==> src/rtl/access_arbiter_if.sv <==
// Bundle of request/grant/resource signals between four requesters and access_arbiter.
interface access_arbiter_if;
    // Handshake: req[i] is a level held for the whole session. grant is registered and one-hot.
    // confirm[g] and user code g are sampled only while the grant is pending. Dropping req[g] ends the session.
    logic [3:0]  req;
    logic [3:0]  confirm;
    logic [31:0] user_bus;
    logic [3:0]  grant;
    logic        regP;
    logic        regQ;
    logic        busy;
    logic        fail;
    logic [3:0]  locked;

    modport master (output req, confirm, user_bus,
                    input  grant, regP, regQ, busy, fail, locked);
    modport slave  (input  req, confirm, user_bus,
                    output grant, regP, regQ, busy, fail, locked);
endinterface

==> src/rtl/access_arbiter.sv <==
// Round-robin password-gated arbiter granting four requesters access to resource P or Q.
// Optional macro ACCESS_ARBITER_LOCKOUT_EN locks out a requester after three denied accesses.
module access_arbiter #(
    parameter logic [7:0]  PASSWORD = 8'b00000011,
    parameter int unsigned TIMEOUT  = 15
) (
    input  logic            clock,
    input  logic            reset,
    access_arbiter_if.slave bus,
    output logic [1:0]      state_dbg
);
    localparam int TW = (TIMEOUT < 2) ? 1 : $clog2(TIMEOUT + 1);

    typedef enum logic [1:0] {IDLE = 2'd0, WAIT = 2'd1, ACTIVE = 2'd2, DENY = 2'd3} state_t;

    state_t          state_q, state_d;
    logic [3:0]      grant_q, grant_d;
    logic [1:0]      g_q, g_d;
    logic [1:0]      last_q, last_d;
    logic [TW-1:0]   timer_q, timer_d;
    logic            regp_q, regp_d;
    logic            regq_q, regq_d;
    logic            fail_q, fail_d;
    logic            busy_q;
    logic            run_q;
    logic            cnt_clr, cnt_inc;
    logic [3:0]      locked_w;
    logic [3:0]      eligible;
    logic [1:0]      sel;
    logic            found;
    logic [7:0]      user_g;

    assign eligible = bus.req & ~locked_w;
    assign user_g   = bus.user_bus[{g_q, 3'b000} +: 8];

    // Search starts one past the last served requester; offset 4 wraps back to it last.
    always_comb begin
        sel   = last_q;
        found = 1'b0;
        for (int k = 1; k <= 4; k++) begin
            if (!found && eligible[last_q + 2'(k)]) begin
                sel   = last_q + 2'(k);
                found = 1'b1;
            end
        end
    end

    always_comb begin
        state_d = state_q;
        grant_d = grant_q;
        g_d     = g_q;
        regp_d  = regp_q;
        regq_d  = regq_q;
        fail_d  = 1'b0;
        timer_d = timer_q;
        last_d  = last_q;
        cnt_clr = 1'b0;
        cnt_inc = 1'b0;
        case (state_q)
            IDLE: begin
                grant_d = '0;
                regp_d  = 1'b0;
                regq_d  = 1'b0;
                if (run_q && found) begin
                    state_d = WAIT;
                    grant_d = 4'b0001 << sel;
                    g_d     = sel;
                    timer_d = '0;
                end
            end
            WAIT: begin
                timer_d = timer_q + TW'(1);
                // Bit 7 picks the resource, so only the low seven bits form the access code.
                if (!bus.req[g_q]) begin
                    state_d = IDLE;
                    grant_d = '0;
                    last_d  = g_q;
                end else if (bus.confirm[g_q] && user_g[6:0] == PASSWORD[6:0]) begin
                    state_d = ACTIVE;
                    regp_d  = ~user_g[7];
                    regq_d  = user_g[7];
                    last_d  = g_q;
                    cnt_clr = 1'b1;
                end else if (bus.confirm[g_q] || timer_q == TW'(TIMEOUT - 1)) begin
                    state_d = DENY;
                    grant_d = '0;
                    fail_d  = 1'b1;
                    last_d  = g_q;
                end
            end
            ACTIVE: begin
                if (!bus.req[g_q]) begin
                    state_d = IDLE;
                    grant_d = '0;
                    regp_d  = 1'b0;
                    regq_d  = 1'b0;
                end
            end
            DENY: begin
                state_d = IDLE;
                cnt_inc = 1'b1;
            end
            default: state_d = IDLE;
        endcase
    end

    // run_q holds off arbitration for one edge after reset release.
    always_ff @(posedge clock or negedge reset) begin
        if (!reset) begin
            state_q <= IDLE;
            grant_q <= '0;
            g_q     <= 2'd0;
            last_q  <= 2'd3;
            timer_q <= '0;
            regp_q  <= 1'b0;
            regq_q  <= 1'b0;
            fail_q  <= 1'b0;
            busy_q  <= 1'b0;
            run_q   <= 1'b0;
        end else begin
            state_q <= state_d;
            grant_q <= grant_d;
            g_q     <= g_d;
            last_q  <= last_d;
            timer_q <= timer_d;
            regp_q  <= regp_d;
            regq_q  <= regq_d;
            fail_q  <= fail_d;
            busy_q  <= (state_d != IDLE);
            run_q   <= 1'b1;
        end
    end

`ifdef ACCESS_ARBITER_LOCKOUT_EN
    logic [1:0] fail_cnt_q [4];
    logic [3:0] locked_q;

    always_ff @(posedge clock or negedge reset) begin
        if (!reset) begin
            for (int i = 0; i < 4; i++) fail_cnt_q[i] <= 2'd0;
            locked_q <= '0;
        end else if (cnt_clr) begin
            fail_cnt_q[g_q] <= 2'd0;
        end else if (cnt_inc && fail_cnt_q[g_q] != 2'd3) begin
            fail_cnt_q[g_q] <= fail_cnt_q[g_q] + 2'd1;
            if (fail_cnt_q[g_q] == 2'd2) locked_q[g_q] <= 1'b1;
        end
    end

    assign locked_w = locked_q;
`else
    logic unused_cnt;
    assign unused_cnt = cnt_clr ^ cnt_inc;
    assign locked_w   = 4'b0000;
`endif

    assign bus.grant  = grant_q;
    assign bus.regP   = regp_q;
    assign bus.regQ   = regq_q;
    assign bus.busy   = busy_q;
    assign bus.fail   = fail_q;
    assign bus.locked = locked_w;
    assign state_dbg  = state_q;
endmodule

==> src/flat_wrapper.sv <==
// flat-port wrapper written by rule: the top's interface ports become plain ports
module access_arbiter_flat 
#(
    parameter logic [7:0]  PASSWORD = 8'b00000011,
    parameter int unsigned TIMEOUT  = 15
)
  (clock, reset, state_dbg, bus_req, bus_confirm, bus_user_bus, bus_grant, bus_regP, bus_regQ, bus_busy, bus_fail, bus_locked);
  access_arbiter_if bus_i ();
  input  logic clock;
  input  logic reset;
  output logic [1:0] state_dbg;
  input wire logic [$bits(bus_i.req)-1:0] bus_req;
  input wire logic [$bits(bus_i.confirm)-1:0] bus_confirm;
  input wire logic [$bits(bus_i.user_bus)-1:0] bus_user_bus;
  output wire logic [$bits(bus_i.grant)-1:0] bus_grant;
  output wire logic [$bits(bus_i.regP)-1:0] bus_regP;
  output wire logic [$bits(bus_i.regQ)-1:0] bus_regQ;
  output wire logic [$bits(bus_i.busy)-1:0] bus_busy;
  output wire logic [$bits(bus_i.fail)-1:0] bus_fail;
  output wire logic [$bits(bus_i.locked)-1:0] bus_locked;
  assign bus_i.req = bus_req;
  assign bus_i.confirm = bus_confirm;
  assign bus_i.user_bus = bus_user_bus;
  assign bus_grant = bus_i.grant;
  assign bus_regP = bus_i.regP;
  assign bus_regQ = bus_i.regQ;
  assign bus_busy = bus_i.busy;
  assign bus_fail = bus_i.fail;
  assign bus_locked = bus_i.locked;
  access_arbiter #(.PASSWORD(PASSWORD), .TIMEOUT(TIMEOUT)) u_core (.clock(clock), .reset(reset), .bus(bus_i), .state_dbg(state_dbg));
endmodule
==> config.mk <==
export PLATFORM = sky130hd
export DESIGN_NAME = access_arbiter_flat
export DESIGN_NICKNAME = d
export VERILOG_FILES = /design/src/rtl/access_arbiter_if.sv /design/src/rtl/access_arbiter.sv /design/src/flat_wrapper.sv
export SDC_FILE = /design/constraint.sdc
export NUM_CORES = 1
export LEC_CHECK = 0
export CORE_MARGIN = 10
export CORE_UTILIZATION = 39
export CTS_BUF_LIST = sky130_fd_sc_hd__clkbuf_8
export CTS_CLUSTER_DIAMETER = 40
export DETAILED_ROUTE_END_ITERATION = 8
export PLACE_DENSITY = 0.78
export SYNTH_ARGS = -nofsm -noshare
export SYNTH_HDL_FRONTEND = slang
export SYNTH_SLANG_ARGS = --single-unit
==> constraint.sdc <==
create_clock -name clock -period 1.9 [get_ports clock]
set_input_delay 0.57 -clock clock [delete_from_list [all_inputs] [get_ports clock]]
set_output_delay 0.57 -clock clock [all_outputs]
set_load 0.02 [all_outputs]
==> summary.md, run 1 <==
| Metric | Value |
|---|---|
| Status | `finished with violations` |
| Failing checks | `negative setup slack` |
| Reg2reg start | `u_core.g_q[0]` |
| Cell count of the worst reg-to-reg path | `5` |
| Hold worst-path end | `u_core.bus.grant[1]` |
| Nets | `254` |
| FMAX | `508 MHz` |
| Die Ht | `77.5 um` |
| P per Cell Area | `1120 nW/um^2` |
| Max cap viols | `0` |
| Layout Skew | `0.00824 ns` |
| Ys async rst share | `100%` |
| Area Growth Syn to Fin | `67.3%` |
| RSZ-0062 raised after global routing | `yes` |
| Primary FF master, synth | `dfrtp_1` |
| Core area | `3100 um^2` |
| Min-delay src | `u_core.bus.grant[1]` |
| Post-Synthesis Cells | `129` |
| Slew Viols, Final | `0` |
| Most frequent cells after synthesis | `dfrtp_1, nand2_1, o21ai_0, mux2_2, nor2_1` |
| Tmin final | `1.97 ns` |
| Synth warnings | `0` |
| Final setup vio count | `7` |
| Netlist Area Pre-Place | `1290 um^2` |
| Post-DP HPWL | `3.32 mm` |
| Vias in the first global route | `1390` |
| Share of cells above drive strength 1 | `31.2%` |
| Starting Density | `41.6%` |
| IO Pins | `56` |
| 1st-iter DRT viols | `56` |
| GRT overflow | `0` |
| First-pass GRT wire length | `6.87 mm` |
| Buffers on Ports | `51` |
| Hold Vio Cnt, Final | `0` |
| RePlAce Congestion | `0.799` |
| CTS root buf | `clkbuf_8` |
| Num CTS Buffers | `3` |
| Startpoint type of the worst setup path | `input port` |
| Syn_area_per_cell | `10.0 um^2` |
| Register area share after synthesis | `37.0%` |
| Crit. End Element | `flop` |
| Register bit count reported by yosys | `19` |
| Clk slew on worst S/H paths | `0.08 ns` |
| Top Usage Layer GRT | `met2` |
| 1st-pass router iterations | `4` |
| FF/Latch Area | `479 um^2` |
| H-tree levels | `1` |
| Top-area cell type share of the netlist area | `32.9%` |
| FF-to-FF setup slack | `-0.06 ns` |
| GR Util met3 | `4.15%` |
| Synth area leader | `dfrtp_1` |
| Area of the multi-input gates | `853 um^2` |
| CTS Hold Bufs | `0` |
| Final ANT Viol Nets | `0` |
| Max clock buf depth | `2` |
| Synth area leaders | `dfrtp_1, mux2_2, ha_1` |
| GRT Total Usage | `14.0%` |
| Clk_lat worst skew | `0.26 ns` |
| Final Total Pwr | `2410 uW` |
| DRC | `0` |
| Critical path class | `input port to flop` |
| Row cnt | `20` |
| Die width | `77.5 um` |
| CTS tree | `yes` |
| LEAKAGE | `0.00103 uW` |
| Synth unique cells | `38` |
| Met1 Usage GRT | `12.8%` |
| Post-place setup slack | `-0.559 ns` |
| Worst hold path type | `flop to flop` |
| Per-cell routed wire length | `17.2 um` |
| WHS Path Cells | `1` |
| Largest net degree at the start of global routing | `20` |
| Worst Path Arrival | `2.11 ns` |
| Req. time, crit path | `2.05 ns` |
| Critical Path Fanout Max | `3` |
| Most numerous cell in the Yosys netlist | `dfrtp_1` |
| Crit share post-route | `104%` |
| Met2 GRT Util | `27.8%` |
| Routed vias/inst | `5.16` |
| DR vias | `1289` |
| Initial antenna violation count | `1` |
| DIE AREA | `6010 um^2` |
| PnR worst setup slack | `-0.0666 ns` |
| VDD IR max | `746 uV` |
| Reg2reg end | `u_core.bus.regQ` |
| Clk sink count | `19` |
| Total wire length | `4.29 mm` |
| Fillers | `243` |
| Post-synth EDFFs | `0` |
-- area by class of cell --
| type | instances | share of cell area, % |
|---|---|---|
| repair buffers | 76 | 32.4 |
| flip-flops and latches | 19 | 22.2 |
| clock buffers | 3 | 1.91 |
| inverters | 6 | 1.04 |
| clock inverters | 1 | 0.347 |
| well taps | 44 | 2.55 |
| multi-input cells | 100 | 39.5 |
| diodes | 1 | 0.116 |
-- sequential cells by signal, summed over array words and instances (netlist names), 2 cells and up --
| register | flops |
|---|---|
| u_core.bus.grant | 4 |
| u_core.last_q | 2 |
| u_core.timer_q | 4 |
| u_core.g_q | 2 |
| u_core.state_dbg | 2 |
-- routing by layer --
layer | part of all wire, % | vias to the layer above
met5 | 0 | -
met4 | 2.3 | 0
met3 | 4.3 | 10
met2 | 58 | 35
met1 | 35 | 629
li1 | - | 615
-- logic make-up (layout without fill, tap and decap cells) --
kind of cell / count (synthesis) / in the layout / share of synthesized area (%)
AO/OA/AOI/OAI: 30 / 30 / 16.1
AND/OR/NAND/NOR: 45 / 45 / 19.0
adder cells (fa/ha/maj): 6 / 6 / 5.81
flip-flops: 19 / 19 / 37.0
buffers and inverters: 13 / 86 / 6.10
multiplexers: 14 / 14 / 15.4
other: 2 / 6 / 0.582
-- placed cells by master, fill, tap and decap left out, drive strengths merged, types with 2 or more instances in the layout --
master / n
buf: 25
dfstp: 2
and3b: 3
nor2b: 2
a21oi: 7
dfrtp: 17
o21ai: 11
dlymetal6s2s: 4
clkdlybuf4s15: 13
nand2: 16
o211ai: 4
nand4: 2
inv: 6
nor4: 4
clkbuf: 3
conb: 5
dlygate4sd2: 16
mux2: 11
nor2: 8
mux4: 3
nand2b: 3
clkdlybuf4s50: 18
a22o: 4
ha: 6
-- repair_timing --
action,4_1_cts,5_1_grt
setup buffers,5,3
endpoints found under the setup margin,18,15
gates resized for setup,58,13
pin swaps,19,18
cloned,0,0
-- stage by stage --
stage | cell area, um^2 | cells | setup TNS, ns | utilization (%) | hold WS (ns)
6_report | 2160 | 250 | -0.320 | 69.6 | 0.520
3_3_place_gp | 1960 | 237 | -7.61 | 63.2 | 0.499
3_5_place_dp | 1960 | 237 | -8.18 | 63.2 | 0.499
5_1_grt | 2160 | 250 | -1.14 | 69.6 | 0.548
2_1_floorplan | 1320 | 132 | -0.107 | - | 0.274
4_1_cts | 2090 | 246 | -0.344 | 67.5 | 0.524
-- power breakdown --
group | switching [uW] | internal [uW]
clock network | 139 | 148
logic | 668 | 763
registers | 141 | 554
total | 949 | 1470
-- critical path, stage by stage --
cell and delay (ns):
clkdlybuf4s15_1 0.17, or4_4 0.54, a21oi_4 0.17, o211ai_2 0.13, mux2_4 0.32, a22o_1 0.20
-- worst max path at each step --
stage,slack [ns],depth (start not counted),end,startpoint
after floorplan,-0.03,5,u_core.bus.regP,bus_user_bus[18]
after global placement,-0.51,6,u_core.bus.grant[1],bus_req[3]
after detailed placement,-0.56,7,u_core.bus.regP,bus_user_bus[11]
after CTS,-0.08,5,u_core.bus.regP,u_core.g_q[0]
after global routing,-0.13,7,u_core.bus.regQ,u_core.g_q[0]
final,-0.07,6,u_core.bus.regQ,bus_user_bus[18]
No activity file was read; power rests on OpenSTA's default activity.
==> run 2: changes to the inputs <==
- CTS_CLUSTER_DIAMETER: 40 -> default
- PLACE_DENSITY: 0.78 -> 0.83
- clock period: 1.9 -> 1.8 ns (I/O delays scaled with it)
==> summary.md, run 2 (synthesized netlist as in run 1, its figures left out) <==
| Metric | Value |
|---|---|
| Most common cell after layout, fill and taps aside | `dlygate4sd2_1` |
| Req. time, crit path | `1.94 ns (-0.11 ns)` |
| Sw Pwr | `1020 uW (+7.4%)` |
| Clk_lat worst skew | `0.25 ns (about the same)` |
| Fillers | `245 (+0.82%)` |
| Post-DP HPWL | `3.23 mm (-2.8%)` |
| Combinational share of power | `59.8% (+0.5 points)` |
| Area of the multi-input gates | `885 um^2 (+3.7%)` |
| VDD IR max | `804 uV (+7.8%)` |
| DIE AREA | `6010 um^2 (unchanged)` |
| Nets | `250 (-1.6%)` |
| DRC | `0 (unchanged)` |
| Clk sink count | `19 (unchanged)` |
| Worst Path Arrival | `2.13 ns (+0.02 ns)` |
| Share of cells above drive strength 1 | `31.8% (+0.62 points)` |
| Crit. End Element | `flop` |
| P per Cell Area | `1180 nW/um^2 (+5.7%)` |
| Sw Share | `39.9% (+0.64 points)` |
| Initial antenna violation count | `0 (-1)` |
| Power Internal | `1530 uW (+4.5%)` |
| Routed vias/inst | `5.28 (+2.4%)` |
| Buffers on Ports | `51 (unchanged)` |
| Vias in the first global route | `1456 (+4.7%)` |
| LEAKAGE | `0.00107 uW (+4.2%)` |
| RePlAce Congestion | `0.930 (+16%)` |
| GRT Total Usage | `13.1% (-0.89 points)` |
| CTS tree | `yes` |
| Starting Density | `41.6% (unchanged)` |
| CTS root buf | `clkbuf_8` |
| PnR worst setup slack | `-0.196 ns (-0.129 ns)` |
| Startpoint type of the worst setup path | `flop` |
| Status | `finished with violations` |
| Commonest cells after routing, fill and taps aside | `dlygate4sd2_1, clkdlybuf4s50_1, dfrtp_1` |
| Die Ht | `77.5 um (unchanged)` |
| DP Cell Count | `236 (-0.42%)` |
| FF/Latch Area | `479 um^2 (unchanged)` |
| Clk slew on worst S/H paths | `0.07 ns (about the same)` |
| Layout Skew | `0.00514 ns (-0.00310 ns)` |
| Largest net degree at the start of global routing | `20 (unchanged)` |
| Critical Path Fanout Max | `8 (+5)` |
| Die width | `77.5 um (unchanged)` |
| IO Pins | `56 (unchanged)` |
| Failing checks | `negative setup slack` |
| DR vias | `1294 (+0.39%)` |
| CTS Hold Bufs | `0 (unchanged)` |
| Crit share post-route | `111%` |
| Clock power share | `11.3% (-0.6 points)` |
| Final setup vio count | `12 (+5)` |
| Num CTS Buffers | `3 (unchanged)` |
| Final ANT Viol Nets | `0 (unchanged)` |
| 1st-iter DRT viols | `41 (-27%)` |
| H-tree levels | `1 (unchanged)` |
| Tmin final | `2.00 ns` |
| Row cnt | `20 (unchanged)` |
| Max cap viols | `0 (unchanged)` |
| Post-place setup slack | `-0.649 ns (-0.0896 ns)` |
| Post-DP Area | `1960 um^2 (-0.19%)` |
| Area Growth Syn to Fin | `67.2% (about the same)` |
| Worst hold path type | `flop to flop` |
| Core area | `3100 um^2 (unchanged)` |
| Finished Layout Cells | `245 (-2.0%)` |
| First-pass GRT wire length | `6.58 mm (-4.1%)` |
| Seq pwr share | `28.9% (about the same)` |
| Diode count | `0 (-1)` |
| Post-route cell area | `2160 um^2 (about the same)` |
| RSZ-0062 raised after global routing | `yes` |
| 1st-pass router iterations | `4 (unchanged)` |
| Total wire length | `4.24 mm (-1.2%)` |
| Max clock buf depth | `2 (unchanged)` |
| Per-cell routed wire length | `17.3 um (+0.85%)` |
| Hold Vio Cnt, Final | `0 (unchanged)` |
| FMAX | `501 MHz` |
| GRT overflow | `0 (unchanged)` |
| Slew Viols, Final | `0 (unchanged)` |
| Core Util, Final | `69.6% (about the same)` |
| Critical path class | `flop to flop` |
run 2: cell types whose count changed in the layout (fill, tap and decap cells not counted), sizes merged:
cell	previous run	this run
buf	25	21
clkbuf	3	4
clkdlybuf4s15	13	6
clkdlybuf4s50	18	16
clkinvlp	1	0
diode	1	0
dlygate4sd2	16	22
dlymetal6s2s	4	6
inv	6	7
run 2: metal layers:
layer / routed length, um / global-route usage, % / up-vias
li1: - / - / 608
met1: 1560 / 12.1 / 648
met2: 2510 / 28.0 / 34
met3: 150 / 3.00 / 4
met4: 16 / 2.19 / 0
met5: 0 / 0 / -
run 2: worst max-delay path, cell delays in order (launching register included):
cell	delay (ns)
dfrtp_2	0.47
mux4_2	0.61
a31oi_4	0.23
a21oi_2	0.10
nand2_2	0.16
mux2_4	0.31
run 2: timing repair:
| item | in CTS | in global routing |
|---|---|---|
| gates cloned | 0 | 0 |
| gates resized for setup | 53 | 25 |
| endpoints found under the setup margin | 22 | 19 |
| setup buffers | 2 | 3 |
| pin swaps | 23 | 16 |
run 2: worst paths after layout:
path | cells after the start | startpoint | endpoint | slack (ns)
max | 5 | u_core.g_q[0] | u_core.bus.grant[2] | -0.20
min | 1 | u_core.bus.grant[3] | u_core.bus.grant[3] | 0.53
max reg2reg | 5 | u_core.g_q[0] | u_core.bus.grant[2] | -0.20
min reg2reg | 1 | u_core.bus.grant[3] | u_core.bus.grant[3] | 0.53
max in group asynchronous | 2 | reset | u_core.last_q[1] | 0.92
min in group asynchronous | 2 | reset | u_core.bus.grant[0] | 0.61
run 2: final cells by class:
class                   instances  share of cell area (%)
repair buffers                 72                    31.2
clock buffers                   3                    1.91
inverters                       6                    1.04
clock inverters                 1                   0.174
flip-flops and latches         19                    22.2
multi-input cells             100                    41.0
well taps                      44                    2.55
run 2: power groups by stage:
stage,Combinational (uW),Clock [uW],Sequential (uW)
global route,1650,312,767
finish,1530,287,737
floorplan,768,0,772
CTS,1390,296,736
detailed placement,1300,0,740
global placement,1250,0,730
run 2: stage by stage:
stage | TNS (ns) | hold WS [ns] | total power, uW
after floorplan | -0.566 | 0.244 | 1540
after global placement | -8.66 | 0.502 | 1980
after detailed placement | -9.60 | 0.497 | 2040
after CTS | -1.36 | 0.521 | 2420
after global routing | -2.42 | 0.548 | 2730
final | -1.72 | 0.529 | 2550
==> run 3: changes to the inputs <==
- CORE_MARGIN: 10 -> default
==> summary.md, run 3 (synthesized netlist as in run 1, its figures left out) <==
| Metric | Value |
|---|---|
| Status | `finished with violations` |
| Failing checks | `negative setup slack` |
| Diode count | `0 (unchanged)` |
| Max cap viols | `0 (unchanged)` |
| DRC | `0 (unchanged)` |
| WHS Path Cells | `1 (unchanged)` |
| Worst hold path type | `flop to flop` |
| GRT Total Usage | `24.1% (+11 points)` |
| Routed vias/inst | `5.24 (-0.71%)` |
| DR vias | `1290 (-0.31%)` |
| Layout Skew | `0.000770 ns (-0.00437 ns)` |
| FF/Latch Area | `479 um^2 (unchanged)` |
| GRT overflow | `0 (unchanged)` |
| Num CTS Buffers | `3 (unchanged)` |
| PnR worst setup slack | `-0.167 ns (+0.0290 ns)` |
| CTS tree | `yes` |
| Largest net degree at the start of global routing | `20 (unchanged)` |
| Nets | `251 (+0.40%)` |
| Crit-path cells | `mux4_2 -> a31oi_4 -> a21oi_2 -> nand2_2 -> mux2_4` |
| Slew Viols, Final | `0 (unchanged)` |
| Min-delay src | `u_core.bus.grant[1]` |
| Slowest CP cell | `mux4_2` |
| Commonest cells after routing, fill and taps aside | `dlygate4sd2_1, buf_4, clkdlybuf4s50_1` |
| Final ANT Viol Nets | `0 (unchanged)` |
| Post-DP HPWL | `2.88 mm (-11%)` |
| H-tree levels | `1 (unchanged)` |
| First-pass GRT wire length | `6.16 mm (-6.4%)` |
| Hold Vio Cnt, Final | `0 (unchanged)` |
| Clk sink count | `19 (unchanged)` |
| Die width | `59.5 um (-23%)` |
| Total wire length | `3.98 mm (-6.1%)` |
| Cell count of the worst reg-to-reg path | `5 (unchanged)` |
| Reg2reg start | `u_core.g_q[0]` |
| Vias in the first global route | `1324 (-9.1%)` |
| FF-to-FF setup slack | `-0.17 ns (+0.03 ns)` |
| CTS root buf | `clkbuf_8` |
| RSZ-0062 raised after global routing | `yes` |
| 1st-iter DRT viols | `43 (+4.9%)` |
| RePlAce Congestion | `0.935 (+0.57%)` |
| Req. time, crit path | `1.94 ns (about the same)` |
| IO Pins | `56 (unchanged)` |
| FMAX | `508 MHz (+1.5%)` |
| Fillers | `251 (+2.4%)` |
| Startpoint type of the worst setup path | `flop` |
| Final Total Pwr | `2590 uW (+1.6%)` |
| Max stage delay on crit path | `0.59 ns (-0.02 ns)` |
| Core area | `3100 um^2 (unchanged)` |
| Starting Density | `41.6% (unchanged)` |
| Tmin final | `1.97 ns (-0.0290 ns)` |
| Hold worst-path end | `u_core.bus.grant[1]` |
| Top delay family on crit path | `multiplexers` |
| Clk_lat worst skew | `0.25 ns (about the same)` |
| Per-cell routed wire length | `16.2 um (-6.5%)` |
| Final setup vio count | `11 (-1)` |
| Worst Hold Slack | `0.521 ns (-0.00763 ns)` |
| Initial antenna violation count | `0 (unchanged)` |
| VDD IR max | `874 uV (+8.7%)` |
| Row cnt | `20 (unchanged)` |
| LEAKAGE | `0.00109 uW (+1.1%)` |
| P per Cell Area | `1210 nW/um^2 (+2.7%)` |
| Clk slew on worst S/H paths | `0.07 ns (about the same)` |
| Max clock buf depth | `2 (unchanged)` |
| DIE AREA | `3550 um^2 (-41%)` |
| Crit share post-route | `109% (-1.6 points)` |
| Critical path class | `flop to flop` |
| Die Ht | `59.5 um (-23%)` |
| Worst Path Arrival | `2.11 ns (-0.02 ns)` |
| 1st-pass router iterations | `5 (+1)` |
| Area of the multi-input gates | `870 um^2 (-1.7%)` |
| Share of cells above drive strength 1 | `30.7% (-1.1 points)` |
| CTS Hold Bufs | `0 (unchanged)` |
| Crit. End Element | `flop` |
| Buffers on Ports | `51 (unchanged)` |
| Critical Path Fanout Max | `7 (-1)` |
| Reg2reg end | `u_core.bus.grant[0]` |
| Area Growth Syn to Fin | `65.4%` |
| Most common cell after layout, fill and taps aside | `dlygate4sd2_1` |
| Buffers plus inverters on the worst setup path | `0 (unchanged)` |
## run 3: area by class of cell
type / instances / area share (%)
repair buffers: 73 / 31.1
multi-input cells: 100 / 40.7
clock buffers: 3 / 1.93
inverters: 6 / 1.05
clock inverters: 1 / 0.176
flip-flops and latches: 19 / 22.4
well taps: 44 / 2.58
## run 3: metal layers
layer  share of wire (%)  GRT usage, %  up-vias
li1                    -             -      607
met1                  36          24.3      621
met2                  57          49.3       51
met3                 5.0          4.59       11
met4                 2.0          6.64        0
met5                   0             0        -
## run 3: worst max-delay path by stage
| stage | to | startpoint | cells after the start |
|---|---|---|---|
| final | u_core.bus.grant[0] | u_core.g_q[0] | 5 |
| after global routing | u_core.bus.regQ | bus_user_bus[3] | 7 |
| after CTS | u_core.bus.regP | u_core.g_q[0] | 5 |
| after detailed placement | u_core.bus.regP | bus_user_bus[11] | 7 |
| after global placement | u_core.bus.regQ | bus_user_bus[11] | 7 |
| after floorplan | u_core.bus.regP | u_core.g_q[0] | 6 |
## run 3: what timing repair did
item                                    in CTS  in global routing
gates resized for setup                     49                 19
endpoints found under the setup margin      20                 21
hold endpoints to repair                     0                  0
pin swaps                                   24                 17
buffers inserted                             3                  1
## run 3: worst register-to-register path: stages (launching register included)
cell	delay, ns
dfrtp_2	0.46
mux4_2	0.59
a31oi_4	0.23
a21oi_2	0.08
nand2_2	0.16
mux2_4	0.32
## run 3: where the power goes
part | leakage (uW) | switching [uW] | total (uW) | internal, uW
sequential | 0.000243 | 154 | 739 | 585
clock | 0.0000269 | 138 | 289 | 152
combinational | 0.000816 | 742 | 1560 | 819
## run 3: per-stage QoR
stage | instances | setup slack [ns] | TNS (ns) | util [%] | cell area, um^2
after detailed placement | 238 | -0.669 | -9.63 | 63.5 | 1970
after global routing | 246 | -0.263 | -2.10 | 68.8 | 2140
final | 246 | -0.167 | -1.46 | 68.8 | 2140
after global placement | 238 | -0.602 | -8.55 | 63.5 | 1970
after floorplan | 132 | -0.102 | -0.566 | - | 1330
after CTS | 245 | -0.217 | -1.39 | 66.9 | 2070
